$ cat src/rtl/rast_pkg.sv
// Shared constants and types for the rectangle rasterizer: draw modes,
// controller states and default screen geometry.
package rast_pkg;

    typedef enum logic [1:0] {
        MODE_FILL    = 2'd0,
        MODE_OUTLINE = 2'd1,
        MODE_ERASE   = 2'd2,
        MODE_RSVD    = 2'd3
    } rast_mode_e;

    typedef enum logic [1:0] {
        ST_IDLE = 2'd0,
        ST_SCAN = 2'd1,
        ST_DONE = 2'd2
    } rast_state_e;

    localparam int DEF_SCREEN_W = 160;
    localparam int DEF_SCREEN_H = 120;

    // The reserved encoding behaves exactly like FILL.
    function automatic rast_mode_e decode_mode(input logic [1:0] m);
        rast_mode_e r;
        case (m)
            2'd1:    r = MODE_OUTLINE;
            2'd2:    r = MODE_ERASE;
            default: r = MODE_FILL;
        endcase
        return r;
    endfunction

endpackage

$ cat src/rtl/rect_rasterizer_if.sv
// Pixel output stream from the rasterizer to the plotting stage.
// A pixel transfers on a rising edge where pix_valid and pix_ready are both high;
// once pix_valid rises, pix_valid/x_out/y_out/colour_out stay stable until that edge.
interface rect_rasterizer_if #(
    parameter int XW = 8,
    parameter int YW = 7,
    parameter int CW = 3
) ();
    logic          pix_valid;
    logic          pix_ready;
    logic [XW-1:0] x_out;
    logic [YW-1:0] y_out;
    logic [CW-1:0] colour_out;

    modport master (
        output pix_valid, x_out, y_out, colour_out,
        input  pix_ready
    );

    modport slave (
        input  pix_valid, x_out, y_out, colour_out,
        output pix_ready
    );
endinterface

$ cat src/rtl/rr_arbiter.sv
// Round-robin arbiter: searches from the channel after the last granted one
// and advances its pointer only when the grant is accepted.
module rr_arbiter #(
    parameter  int NCH = 4,
    localparam int IW  = (NCH > 1) ? $clog2(NCH) : 1
) (
    input  logic           clock,
    input  logic           reset_n,
    input  logic [NCH-1:0] req,
    input  logic           accept,
    output logic [NCH-1:0] grant,
    output logic [IW-1:0]  grant_idx,
    output logic           any_req
);
    logic [IW-1:0] ptr_q;
    int            idx;

    always_comb begin
        grant     = '0;
        grant_idx = '0;
        any_req   = 1'b0;
        idx       = 0;
        for (int i = 0; i < NCH; i++) begin
            idx = int'(ptr_q) + i;
            if (idx >= NCH) idx = idx - NCH;
            if (!any_req && req[idx]) begin
                any_req    = 1'b1;
                grant[idx] = 1'b1;
                grant_idx  = IW'(idx);
            end
        end
    end

    always_ff @(posedge clock) begin
        if (!reset_n) begin
            ptr_q <= '0;
        end else if (accept && any_req) begin
            ptr_q <= (int'(grant_idx) == NCH - 1) ? '0 : grant_idx + 1'b1;
        end
    end

endmodule

$ cat src/rtl/rect_rasterizer.sv
// Multi-channel rectangle rasterizer: grants one requester at a time and walks
// its rectangle row-major, emitting clipped FILL/OUTLINE/ERASE pixels.
module rect_rasterizer
    import rast_pkg::*;
#(
    parameter  int NCH      = 4,
    parameter  int XW       = 8,
    parameter  int YW       = 7,
    parameter  int CW       = 3,
    parameter  int SCREEN_W = DEF_SCREEN_W,
    parameter  int SCREEN_H = DEF_SCREEN_H,
    localparam int IW       = (NCH > 1) ? $clog2(NCH) : 1
) (
    input  logic              clock,
    input  logic              reset_n,
    input  logic [NCH-1:0]    req,
    input  logic [NCH*XW-1:0] x_pos,
    input  logic [NCH*YW-1:0] y_pos,
    input  logic [NCH*XW-1:0] width,
    input  logic [NCH*YW-1:0] height,
    input  logic [NCH*CW-1:0] colour,
    input  logic [NCH*2-1:0]  mode,
    input  logic [CW-1:0]     bg_colour,
    output logic [NCH-1:0]    ack,
    output logic [NCH-1:0]    done,
    output logic              busy,
    rect_rasterizer_if.master pix,
    output rast_state_e       state_dbg
);
    localparam logic [XW:0] SW_L = (XW+1)'(SCREEN_W);
    localparam logic [YW:0] SH_L = (YW+1)'(SCREEN_H);

    rast_state_e   state_q, state_d;
    logic [IW-1:0] ch_q;
    logic [XW-1:0] lx_q, lw_q, col_q;
    logic [YW-1:0] ly_q, lh_q, row_q;
    logic [CW-1:0] lcol_q;
    rast_mode_e    lmode_q;

    logic [NCH-1:0] grant;
    logic [IW-1:0]  grant_idx;
    logic           any_req;
    logic           accept;

    logic [XW:0] x_sum;
    logic [YW:0] y_sum;
    logic        empty, col_last, row_last, on_border, visible;
    logic        emit, advance, final_px;
    rast_mode_e  new_mode;

    assign accept = (state_q == ST_IDLE) && reset_n;

    rr_arbiter #(.NCH(NCH)) u_arb (
        .clock     (clock),
        .reset_n   (reset_n),
        .req       (req),
        .accept    (accept),
        .grant     (grant),
        .grant_idx (grant_idx),
        .any_req   (any_req)
    );

    // Extra sum bit keeps off-screen coordinates from wrapping back on-screen.
    always_comb begin
        x_sum     = {1'b0, lx_q} + {1'b0, col_q};
        y_sum     = {1'b0, ly_q} + {1'b0, row_q};
        empty     = (lw_q == '0) || (lh_q == '0);
        col_last  = (col_q == lw_q - 1'b1);
        row_last  = (row_q == lh_q - 1'b1);
        on_border = (col_q == '0) || col_last || (row_q == '0) || row_last;
        visible   = (x_sum < SW_L) && (y_sum < SH_L);
        emit      = (state_q == ST_SCAN) && !empty && visible &&
                    ((lmode_q != MODE_OUTLINE) || on_border);
        advance   = (state_q == ST_SCAN) && (!emit || pix.pix_ready);
        final_px  = empty || (col_last && row_last);
        new_mode  = decode_mode(mode[grant_idx*2 +: 2]);
    end

    always_comb begin
        state_d = state_q;
        ack     = '0;
        done    = '0;
        case (state_q)
            ST_IDLE: begin
                if (reset_n && any_req) begin
                    ack     = grant;
                    state_d = ST_SCAN;
                end
            end
            ST_SCAN: begin
                if (advance && final_px) state_d = ST_DONE;
            end
            ST_DONE: begin
                done    = NCH'(1) << ch_q;
                state_d = ST_IDLE;
            end
            default: state_d = ST_IDLE;
        endcase
    end

    always_ff @(posedge clock) begin
        if (!reset_n) state_q <= ST_IDLE;
        else          state_q <= state_d;
    end

    // ERASE resolves its colour at grant time so the walk only carries one colour.
    always_ff @(posedge clock) begin
        if (!reset_n) begin
            ch_q    <= '0;
            lx_q    <= '0;
            ly_q    <= '0;
            lw_q    <= '0;
            lh_q    <= '0;
            lcol_q  <= '0;
            lmode_q <= MODE_FILL;
            col_q   <= '0;
            row_q   <= '0;
        end else if (state_q == ST_IDLE && any_req) begin
            ch_q    <= grant_idx;
            lx_q    <= x_pos[grant_idx*XW +: XW];
            ly_q    <= y_pos[grant_idx*YW +: YW];
            lw_q    <= width[grant_idx*XW +: XW];
            lh_q    <= height[grant_idx*YW +: YW];
            lcol_q  <= (new_mode == MODE_ERASE) ? bg_colour : colour[grant_idx*CW +: CW];
            lmode_q <= new_mode;
            col_q   <= '0;
            row_q   <= '0;
        end else if (advance && !final_px) begin
            if (col_last) begin
                col_q <= '0;
                row_q <= row_q + 1'b1;
            end else begin
                col_q <= col_q + 1'b1;
            end
        end
    end

    assign busy           = (state_q != ST_IDLE);
    assign pix.pix_valid  = emit;
    assign pix.x_out      = x_sum[XW-1:0];
    assign pix.y_out      = y_sum[YW-1:0];
    assign pix.colour_out = lcol_q;
    assign state_dbg      = state_q;

endmodule

$ cat src/flat_wrapper.sv
// flat-port wrapper written by rule: the top's interface ports become plain ports
module rect_rasterizer_flat import rast_pkg::*;
#(
    parameter  int NCH      = 4,
    parameter  int XW       = 8,
    parameter  int YW       = 7,
    parameter  int CW       = 3,
    parameter  int SCREEN_W = DEF_SCREEN_W,
    parameter  int SCREEN_H = DEF_SCREEN_H,
    localparam int IW       = (NCH > 1) ? $clog2(NCH) : 1
)
  (clock, reset_n, req, x_pos, y_pos, width, height, colour, mode, bg_colour, ack, done, busy, state_dbg, pix_pix_valid, pix_x_out, pix_y_out, pix_colour_out, pix_pix_ready);
  rect_rasterizer_if #(.XW(XW), .YW(YW), .CW(CW)) pix_i ();
  input  logic clock;
  input  logic reset_n;
  input  logic [NCH-1:0] req;
  input  logic [NCH*XW-1:0] x_pos;
  input  logic [NCH*YW-1:0] y_pos;
  input  logic [NCH*XW-1:0] width;
  input  logic [NCH*YW-1:0] height;
  input  logic [NCH*CW-1:0] colour;
  input  logic [NCH*2-1:0] mode;
  input  logic [CW-1:0] bg_colour;
  output logic [NCH-1:0] ack;
  output logic [NCH-1:0] done;
  output logic busy;
  output rast_state_e state_dbg;
  output wire logic [$bits(pix_i.pix_valid)-1:0] pix_pix_valid;
  output wire logic [$bits(pix_i.x_out)-1:0] pix_x_out;
  output wire logic [$bits(pix_i.y_out)-1:0] pix_y_out;
  output wire logic [$bits(pix_i.colour_out)-1:0] pix_colour_out;
  input wire logic [$bits(pix_i.pix_ready)-1:0] pix_pix_ready;
  assign pix_pix_valid = pix_i.pix_valid;
  assign pix_x_out = pix_i.x_out;
  assign pix_y_out = pix_i.y_out;
  assign pix_colour_out = pix_i.colour_out;
  assign pix_i.pix_ready = pix_pix_ready;
  rect_rasterizer #(.NCH(NCH), .XW(XW), .YW(YW), .CW(CW), .SCREEN_W(SCREEN_W), .SCREEN_H(SCREEN_H)) u_core (.clock(clock), .reset_n(reset_n), .req(req), .x_pos(x_pos), .y_pos(y_pos), .width(width), .height(height), .colour(colour), .mode(mode), .bg_colour(bg_colour), .ack(ack), .done(done), .busy(busy), .pix(pix_i), .state_dbg(state_dbg));
endmodule
$ cat config.mk
export PLATFORM = sky130hd
export DESIGN_NAME = rect_rasterizer_flat
export DESIGN_NICKNAME = d
export VERILOG_FILES = /design/src/rtl/rast_pkg.sv /design/src/rtl/rect_rasterizer_if.sv /design/src/rtl/rr_arbiter.sv /design/src/rtl/rect_rasterizer.sv /design/src/flat_wrapper.sv
export SDC_FILE = /design/constraint.sdc
export NUM_CORES = 1
export LEC_CHECK = 0
export ABC_AREA = 1
export CAP_MARGIN = 20
export CORE_MARGIN = 2
export CORE_UTILIZATION = 38
export DETAILED_ROUTE_END_ITERATION = 8
export DONT_BUFFER_PORTS = 1
export PLACE_DENSITY_LB_ADDON = 0.08
export SETUP_SLACK_MARGIN = 0.5
export SYNTH_ARGS = -nofsm -noshare
export SYNTH_HDL_FRONTEND = slang
export SYNTH_SLANG_ARGS = --single-unit
$ cat constraint.sdc
create_clock -name clock -period 7.5 [get_ports clock]
set_input_delay 1.5 -clock clock [delete_from_list [all_inputs] [get_ports clock]]
set_output_delay 1.5 -clock clock [all_outputs]
set_load 0.005 [all_outputs]
Word level (Yosys, flattened, before mapping)
Cells that the tools add are included.
{"block": "word_totals", "regBits": 56, "word_cells": 150, "in_bits": 150}
{"block": "classes", "multipliers": 2, "eq_ne": 11, "addsub": 14, "magnitude_cmp": 14, "bitwise_logic": 4, "reduce_logical": 41, "muxes": 46, "n_shift": 7}
{"op": "32-bit by 1-bit >= comparator with 1-bit output (second input constant)", "n": 4}
{"op": "32-bit by 4-bit < comparator with 1-bit output (second input constant)", "n": 4}
{"op": "32-bit 2-to-1 mux", "n": 4}
{"op": "32-bit by 6-bit indexed part select with 8-bit output", "n": 2}
{"op": "28-bit by 6-bit indexed part select with 7-bit output", "n": 2}
{"op": "4-bit 2-to-1 mux", "n": 7}
{"op": "1-bit logical AND", "n": 19}
{"op": "8-bit zero test", "n": 2}
{"op": "1-bit 2-to-1 mux", "n": 16}
{"op": "7-bit zero test", "n": 2}
{"op": "2-bit 2-to-1 mux", "n": 7}
{"op": "4-bit OR", "n": 3}
{"op": "12-bit by 5-bit indexed part select with 3-bit output", "n": 1}
{"op": "3-bit by 3-bit subtractor with 4-bit output (second input constant)", "n": 3}
{"op": "8-bit by 8-bit adder with 9-bit output", "n": 1}
{"op": "3-bit >= comparator (second input constant)", "n": 3}
{"op": "9-bit by 8-bit < comparator with 1-bit output (second input constant)", "n": 1}
{"op": "7-bit by 7-bit adder with 8-bit output", "n": 1}
{"op": "8-bit by 1-bit adder with 8-bit output (second input constant)", "n": 1}
{"op": "1-bit binary-select mux with 2-bit select", "n": 4}
{"op": "1-bit demux with 2-bit select", "n": 4}
{"op": "8-bit == test", "n": 1}
{"op": "8-bit by 7-bit < comparator with 1-bit output (second input constant)", "n": 1}
{"op": "8-bit 2-to-1 mux", "n": 1}
{"op": "other kinds (26)", "n": 45}

Depth between registers and ports, before layout
{"block": "logic_depth", "ltp_word": 20, "mapped_depth": 19, "mapped_depth_nobuf": 18}

By module
From an unflattened synthesis, not the netlist that was laid out.
{"block": "unflattened", "hier_cells": 820, "hier_area_um2": 5082.4}
{"mod": "rect_rasterizer", "seq_area_each_um2": 1081.0, "area_per_inst_um2": 4473.0, "cells_per_inst": 728, "n_inst": 1}
{"mod": "rr_arbiter", "seq_area_each_um2": 40.0, "area_per_inst_um2": 609.3, "cells_per_inst": 92, "n_inst": 1}

Worst setup path after synthesis
No wires, ideal clock.
{"block": "synth_timing", "path_kind": "input to output", "from": "input req[1]", "to": "output ack[0]", "setup_slack_ns": 3.499, "stages": 9, "t_arrival_ns": 2.501, "t_required_ns": 6.000, "path_buffers": 0, "cell_sequence": "inv_1 > nand2_1 > o21ai_1 > o21ai_4 > nor2_4 > nand3_4 > inv_2 > a221oi_1 > nor2_1"}
{"block": "synth_between", "elab_chain_cells": 16, "elab_cells_between_ends": 32, "cone_classes": "22 x mux; 3 x bitwise; 7 x reduce/logical"}
{"item": "start: declaration", "line": "flat_wrapper.sv:16", "text": "input logic [NCH-1:0] req;"}
{"item": "1-bit binary-select mux with 2-bit select", "line": "rr_arbiter.sv:26", "text": "if (!any_req && req[idx]) begin"}
{"item": "1-bit 2-to-1 mux (not written as such) (2 in series)", "line": "rr_arbiter.sv:26"}
{"item": "1-bit 2-to-1 mux", "line": "rr_arbiter.sv:26"}
{"item": "1-bit zero test", "line": "rr_arbiter.sv:26"}
{"item": "1-bit logical AND", "line": "rr_arbiter.sv:26"}
{"item": "1-bit 2-to-1 mux", "line": "rr_arbiter.sv:26"}
{"item": "1-bit zero test", "line": "rr_arbiter.sv:26"}
{"item": "1-bit logical AND", "line": "rr_arbiter.sv:26"}
{"item": "1-bit 2-to-1 mux", "line": "rr_arbiter.sv:26"}
{"item": "1-bit zero test", "line": "rr_arbiter.sv:26"}
{"item": "1-bit logical AND", "line": "rr_arbiter.sv:26"}
{"item": "1-bit 2-to-1 mux", "line": "rr_arbiter.sv:26"}
{"item": "1-bit logical AND", "line": "rect_rasterizer.sv:85", "text": "if (reset_n && any_req) begin"}
{"item": "4-bit 2-to-1 mux (*)", "line": "rect_rasterizer.sv:85"}
{"item": "4-bit 2-to-1 mux (*)", "line": "rect_rasterizer.sv:83", "text": "case (state_q)"}
{"item": "end: declaration", "line": "flat_wrapper.sv:24", "text": "output logic [NCH-1:0] ack;"}
Mark *: on every way between the ends. The rest lies on a longest branch, timed or not. The select of a mux whose other input is x is not followed.

Worst setup path after layout
{"block": "layout_timing", "from": "register u_core.u_arb.ptr_q[0]", "to": "output ack[2]"}
{"block": "layout_between", "elab_chain_cells": 18, "elab_cells_between_ends": 67, "cone_classes": "7 x add/sub; 12 x order compare; 34 x mux; 3 x bitwise; 11 x reduce/logical"}
{"item": "start: declaration", "line": "rr_arbiter.sv:15", "text": "logic [IW-1:0] ptr_q;"}
{"item": "start signal: assignment", "line": "rr_arbiter.sv:38", "text": "ptr_q <= (int'(grant_idx) == NCH - 1) ? '0 : grant_idx + 1'b1;"}
{"item": "branches (longest 16 deep; another with 32-bit by 1-bit >= comparator with 1-bit output)"}
{"item": "4-bit 2-to-1 mux (*)", "line": "rect_rasterizer.sv:85"}
{"item": "4-bit 2-to-1 mux (*)", "line": "rect_rasterizer.sv:83"}
Mark *: on every way between the ends. The select of a mux whose other input is x is not followed.

==> flow_summary.toml <==
[outcome]
outcome = "finished clean"

[global_route]
grt_antenna_before_repair = 0
grt_usage_pct = 22.0
grt_pass1_vias = 5383
grt_pass1_wl_mm = 26.3
overflow = 0
grt_max_degree = 58

[logic_synthesis]
seq_area_frac_synth_pct = 21.1
ys.flop_type = "dfxtp_1"
yosysUniqueCellTypes = 45
ys_seq_elements = 56
syn_inst = 888
synth_nets = 1067
synth.top_cell.area_share_pct = 21.1
yosysTopAreaCell = "dfxtp_1"
avgSynthCellArea_um2 = 5.99
synth_edf_count = 0
syn-cell-area_um2 = 5320
ys_top_cells_by_area = "dfxtp_1, nand2_1, inv_1"
synth.yosys.warnings = 0
async_reset_ff_share_pct = 0

[critical_path]
r2r_start = "u_core.u_arb.ptr_q[0]$_SDFFE_PN0P_"
critPathSlowestCell = "dfxtp_1"
crit_type = "reg -> out"
critPathTopFamily = "simple AND/OR/NAND/NOR gates"
path_max_fanout = 14
startpoint = "u_core.u_arb.ptr_q[0]$_SDFFE_PN0P_"
crit_buf_inv = 3
rr_worst_depth = 18
critPathMaxStageDelay_ns = 0.64
rrSetupSlack_ns = 3.73
regToRegEndpoint = "u_core.pix.colour_out[2]$_SDFFE_PN0P_"
crit_chain = "inv_1, ha_1, inv_1, nand2_1, nand2_1, nor2_4, nand2_1, o21ai_1, inv_2, nand2_2, nor2_1"
cp-end-kind = "primary output"
cp_common_cell = "nand2_1"
start_kind = "register"
crit_arrival_ns = 2.72
required_ns = 6.00

[power_and_ir_drop]
p_sw_share_pct = 56.0
ir_drop_v = 0.000439
powerDensity_nw_per_um2 = 418
pwr-share-seq_pct = 19.9
clkPwrFrac_pct = 10.9
p_comb_share_pct = 69.2
power.switching_mw = 1.29
p_int_mw = 1.01
p_leak_nw = 2.65

[cells_and_area]
drive_above_1_share_pct = 4.86
fillers = 1527
seqCellArea_um2 = 1120
mostFrequentLayoutCells = "nand2_1, inv_1, nand3_1, nor2_1, dfxtp_1"
fin_nets = 1042
areaGrowthSynthToFinish_pct = 3.13
multi_input_area_um2 = 3520
antenna_cells = 0
final_common_cell = "nand2_1"
final_util_pct = 39.8

[sta]
fmax_mhz = 237
fin_setup_tns_ns = 0
relSlewSlack_pct = 35.8
finClkSkew_ns = 0.0119
holdWs_ns = 0.470
rsz0062_at_grt = "false"
finalHoldViolations = 0
period_share_pct = 56.2
fin_ws_ns = 3.28
final-setup-viol-count = 0
worstMarginPinSlew_ns = 0.960
fin_crit_ns = 4.22
drv_slew = 0

[cts]
post_cts_resized = 0
cts_buffers = 5
cts_root_buf = "clkbuf_16"
clock_latency_ns = 0.30
cts_sinks = 56
clock_path_buffers = 2
cts_tree = "built"
holdBufCountCts = 0
post_cts_buffers = 0
clk_pin_slew_ns = 0.08
h-tree-depth = 2

[floorplanning]
core_region_area_um2 = 13800
io_pins = 180
row_count = 43
dieArea_um2 = 15000
die_y_um = 122
start_util_pct = 38.6
die_x_um = 122

[routing]
drt_iter0_drc = 321
detail-route-antenna-nets = 0
drc = 0
via_per_inst = 5.20
post_drt_wl_per_cell_um = 15.5
vias = 5430
drtPass1Iterations = 5
wl_mm = 16.1

[job]
drv_cap = 0

[placed_design]
portBuffers = 0
place_ws_ns = 3.29
gp_congestion = 0.860
dp_hpwl_mm = 13.1

[worst_hold_path]
hp-start = "u_core.lmode_q[1]$_SDFFE_PN0P_"
hold_depth = 2
hold_path_end = "u_core.lmode_q[1]$_SDFFE_PN0P_"
min_path_type = "reg -> reg"
-- state kept, by name, indices dropped and copies added (netlist names), 3 cells and up --
name,flops
u_core.col_q,8
u_core.lh_q,7
u_core.lw_q,8
u_core.lx_q,8
u_core.ly_q,7
u_core.pix.colour_out,3
u_core.row_q,7
-- worst min-delay path: stages, from the launching register on --
cell and delay [ns]:
dfxtp_1 0.32, nand2_1 0.06, o21ai_1 0.05
-- logic make-up (layout without fill, tap and decap cells) --
kind of cell,Yosys count,count (layout),share of synthesized area [%]
and+or+nand+nor,503,503,41.6
DFF,56,56,21.1
xor gates and xnor gates,17,17,2.80
buffers and inverters,155,131,12.8
AOI/OAI and AO/OA,128,128,14.6
adders and majority gates,29,29,7.10
-- through the flow --
stage	instance area (um2)	power, mW	cells
after detailed placement	5330	2.05	1036
final	5490	2.29	1044
after CTS	5490	2.31	1044
after global routing	5490	2.54	1044
after global placement	5330	2.01	1036
after floorplan	5320	1.79	888
-- cell type report --
| class | count | share of cell area (%) |
|---|---|---|
| well taps | 180 | 4.10 |
| inverters | 122 | 8.39 |
| flip-flops and latches | 56 | 20.4 |
| clock inverters | 3 | 0.525 |
| clock buffers | 5 | 2.28 |
| repair buffers | 1 | 0.137 |
| multi-input cells | 677 | 64.1 |
-- worst max-delay path by stage --
| stage | endpoint | slack [ns] | cells past startpoint |
|---|---|---|---|
| 6_report | ack[2] | 3.28 | 11 |
| 5_1_grt | ack[2] | 3.07 | 11 |
| 4_1_cts | ack[0] | 3.28 | 9 |
| 3_5_place_dp | ack[0] | 3.29 | 9 |
| 3_3_place_gp | ack[0] | 3.37 | 10 |
| 2_1_floorplan | ack[0] | 3.50 | 9 |
-- layer usage --
metal  global-route usage (%)  vias to the layer above  share of wire, %
li1                         -                     2809                 -
met1                     28.3                     2481                47
met2                     40.0                      134                49
met3                     2.51                        6               3.9
met4                     3.81                        0              0.64
met5                        0                        -                 0
-- synthesized netlist by cell type (12+ instances only) --
cell type,number
xor2_1,12
ha_1,27
nor2_1,66
dfxtp_1,56
nand2_1,283
inv_1,116
buf_2,14
o21ai_1,49
nand4_1,12
a21oi_1,21
o211ai_1,31
nand3_1,85
-- power by group through the flow --
stage / clock network [mW] / registers (mW) / logic (mW)
after floorplan: 0 / 0.430 / 1.36
after global placement: 0 / 0.463 / 1.55
after detailed placement: 0 / 0.463 / 1.59
after CTS: 0.255 / 0.457 / 1.60
after global routing: 0.265 / 0.469 / 1.81
final: 0.250 / 0.457 / 1.59
Power figures use the tool's default switching activity.
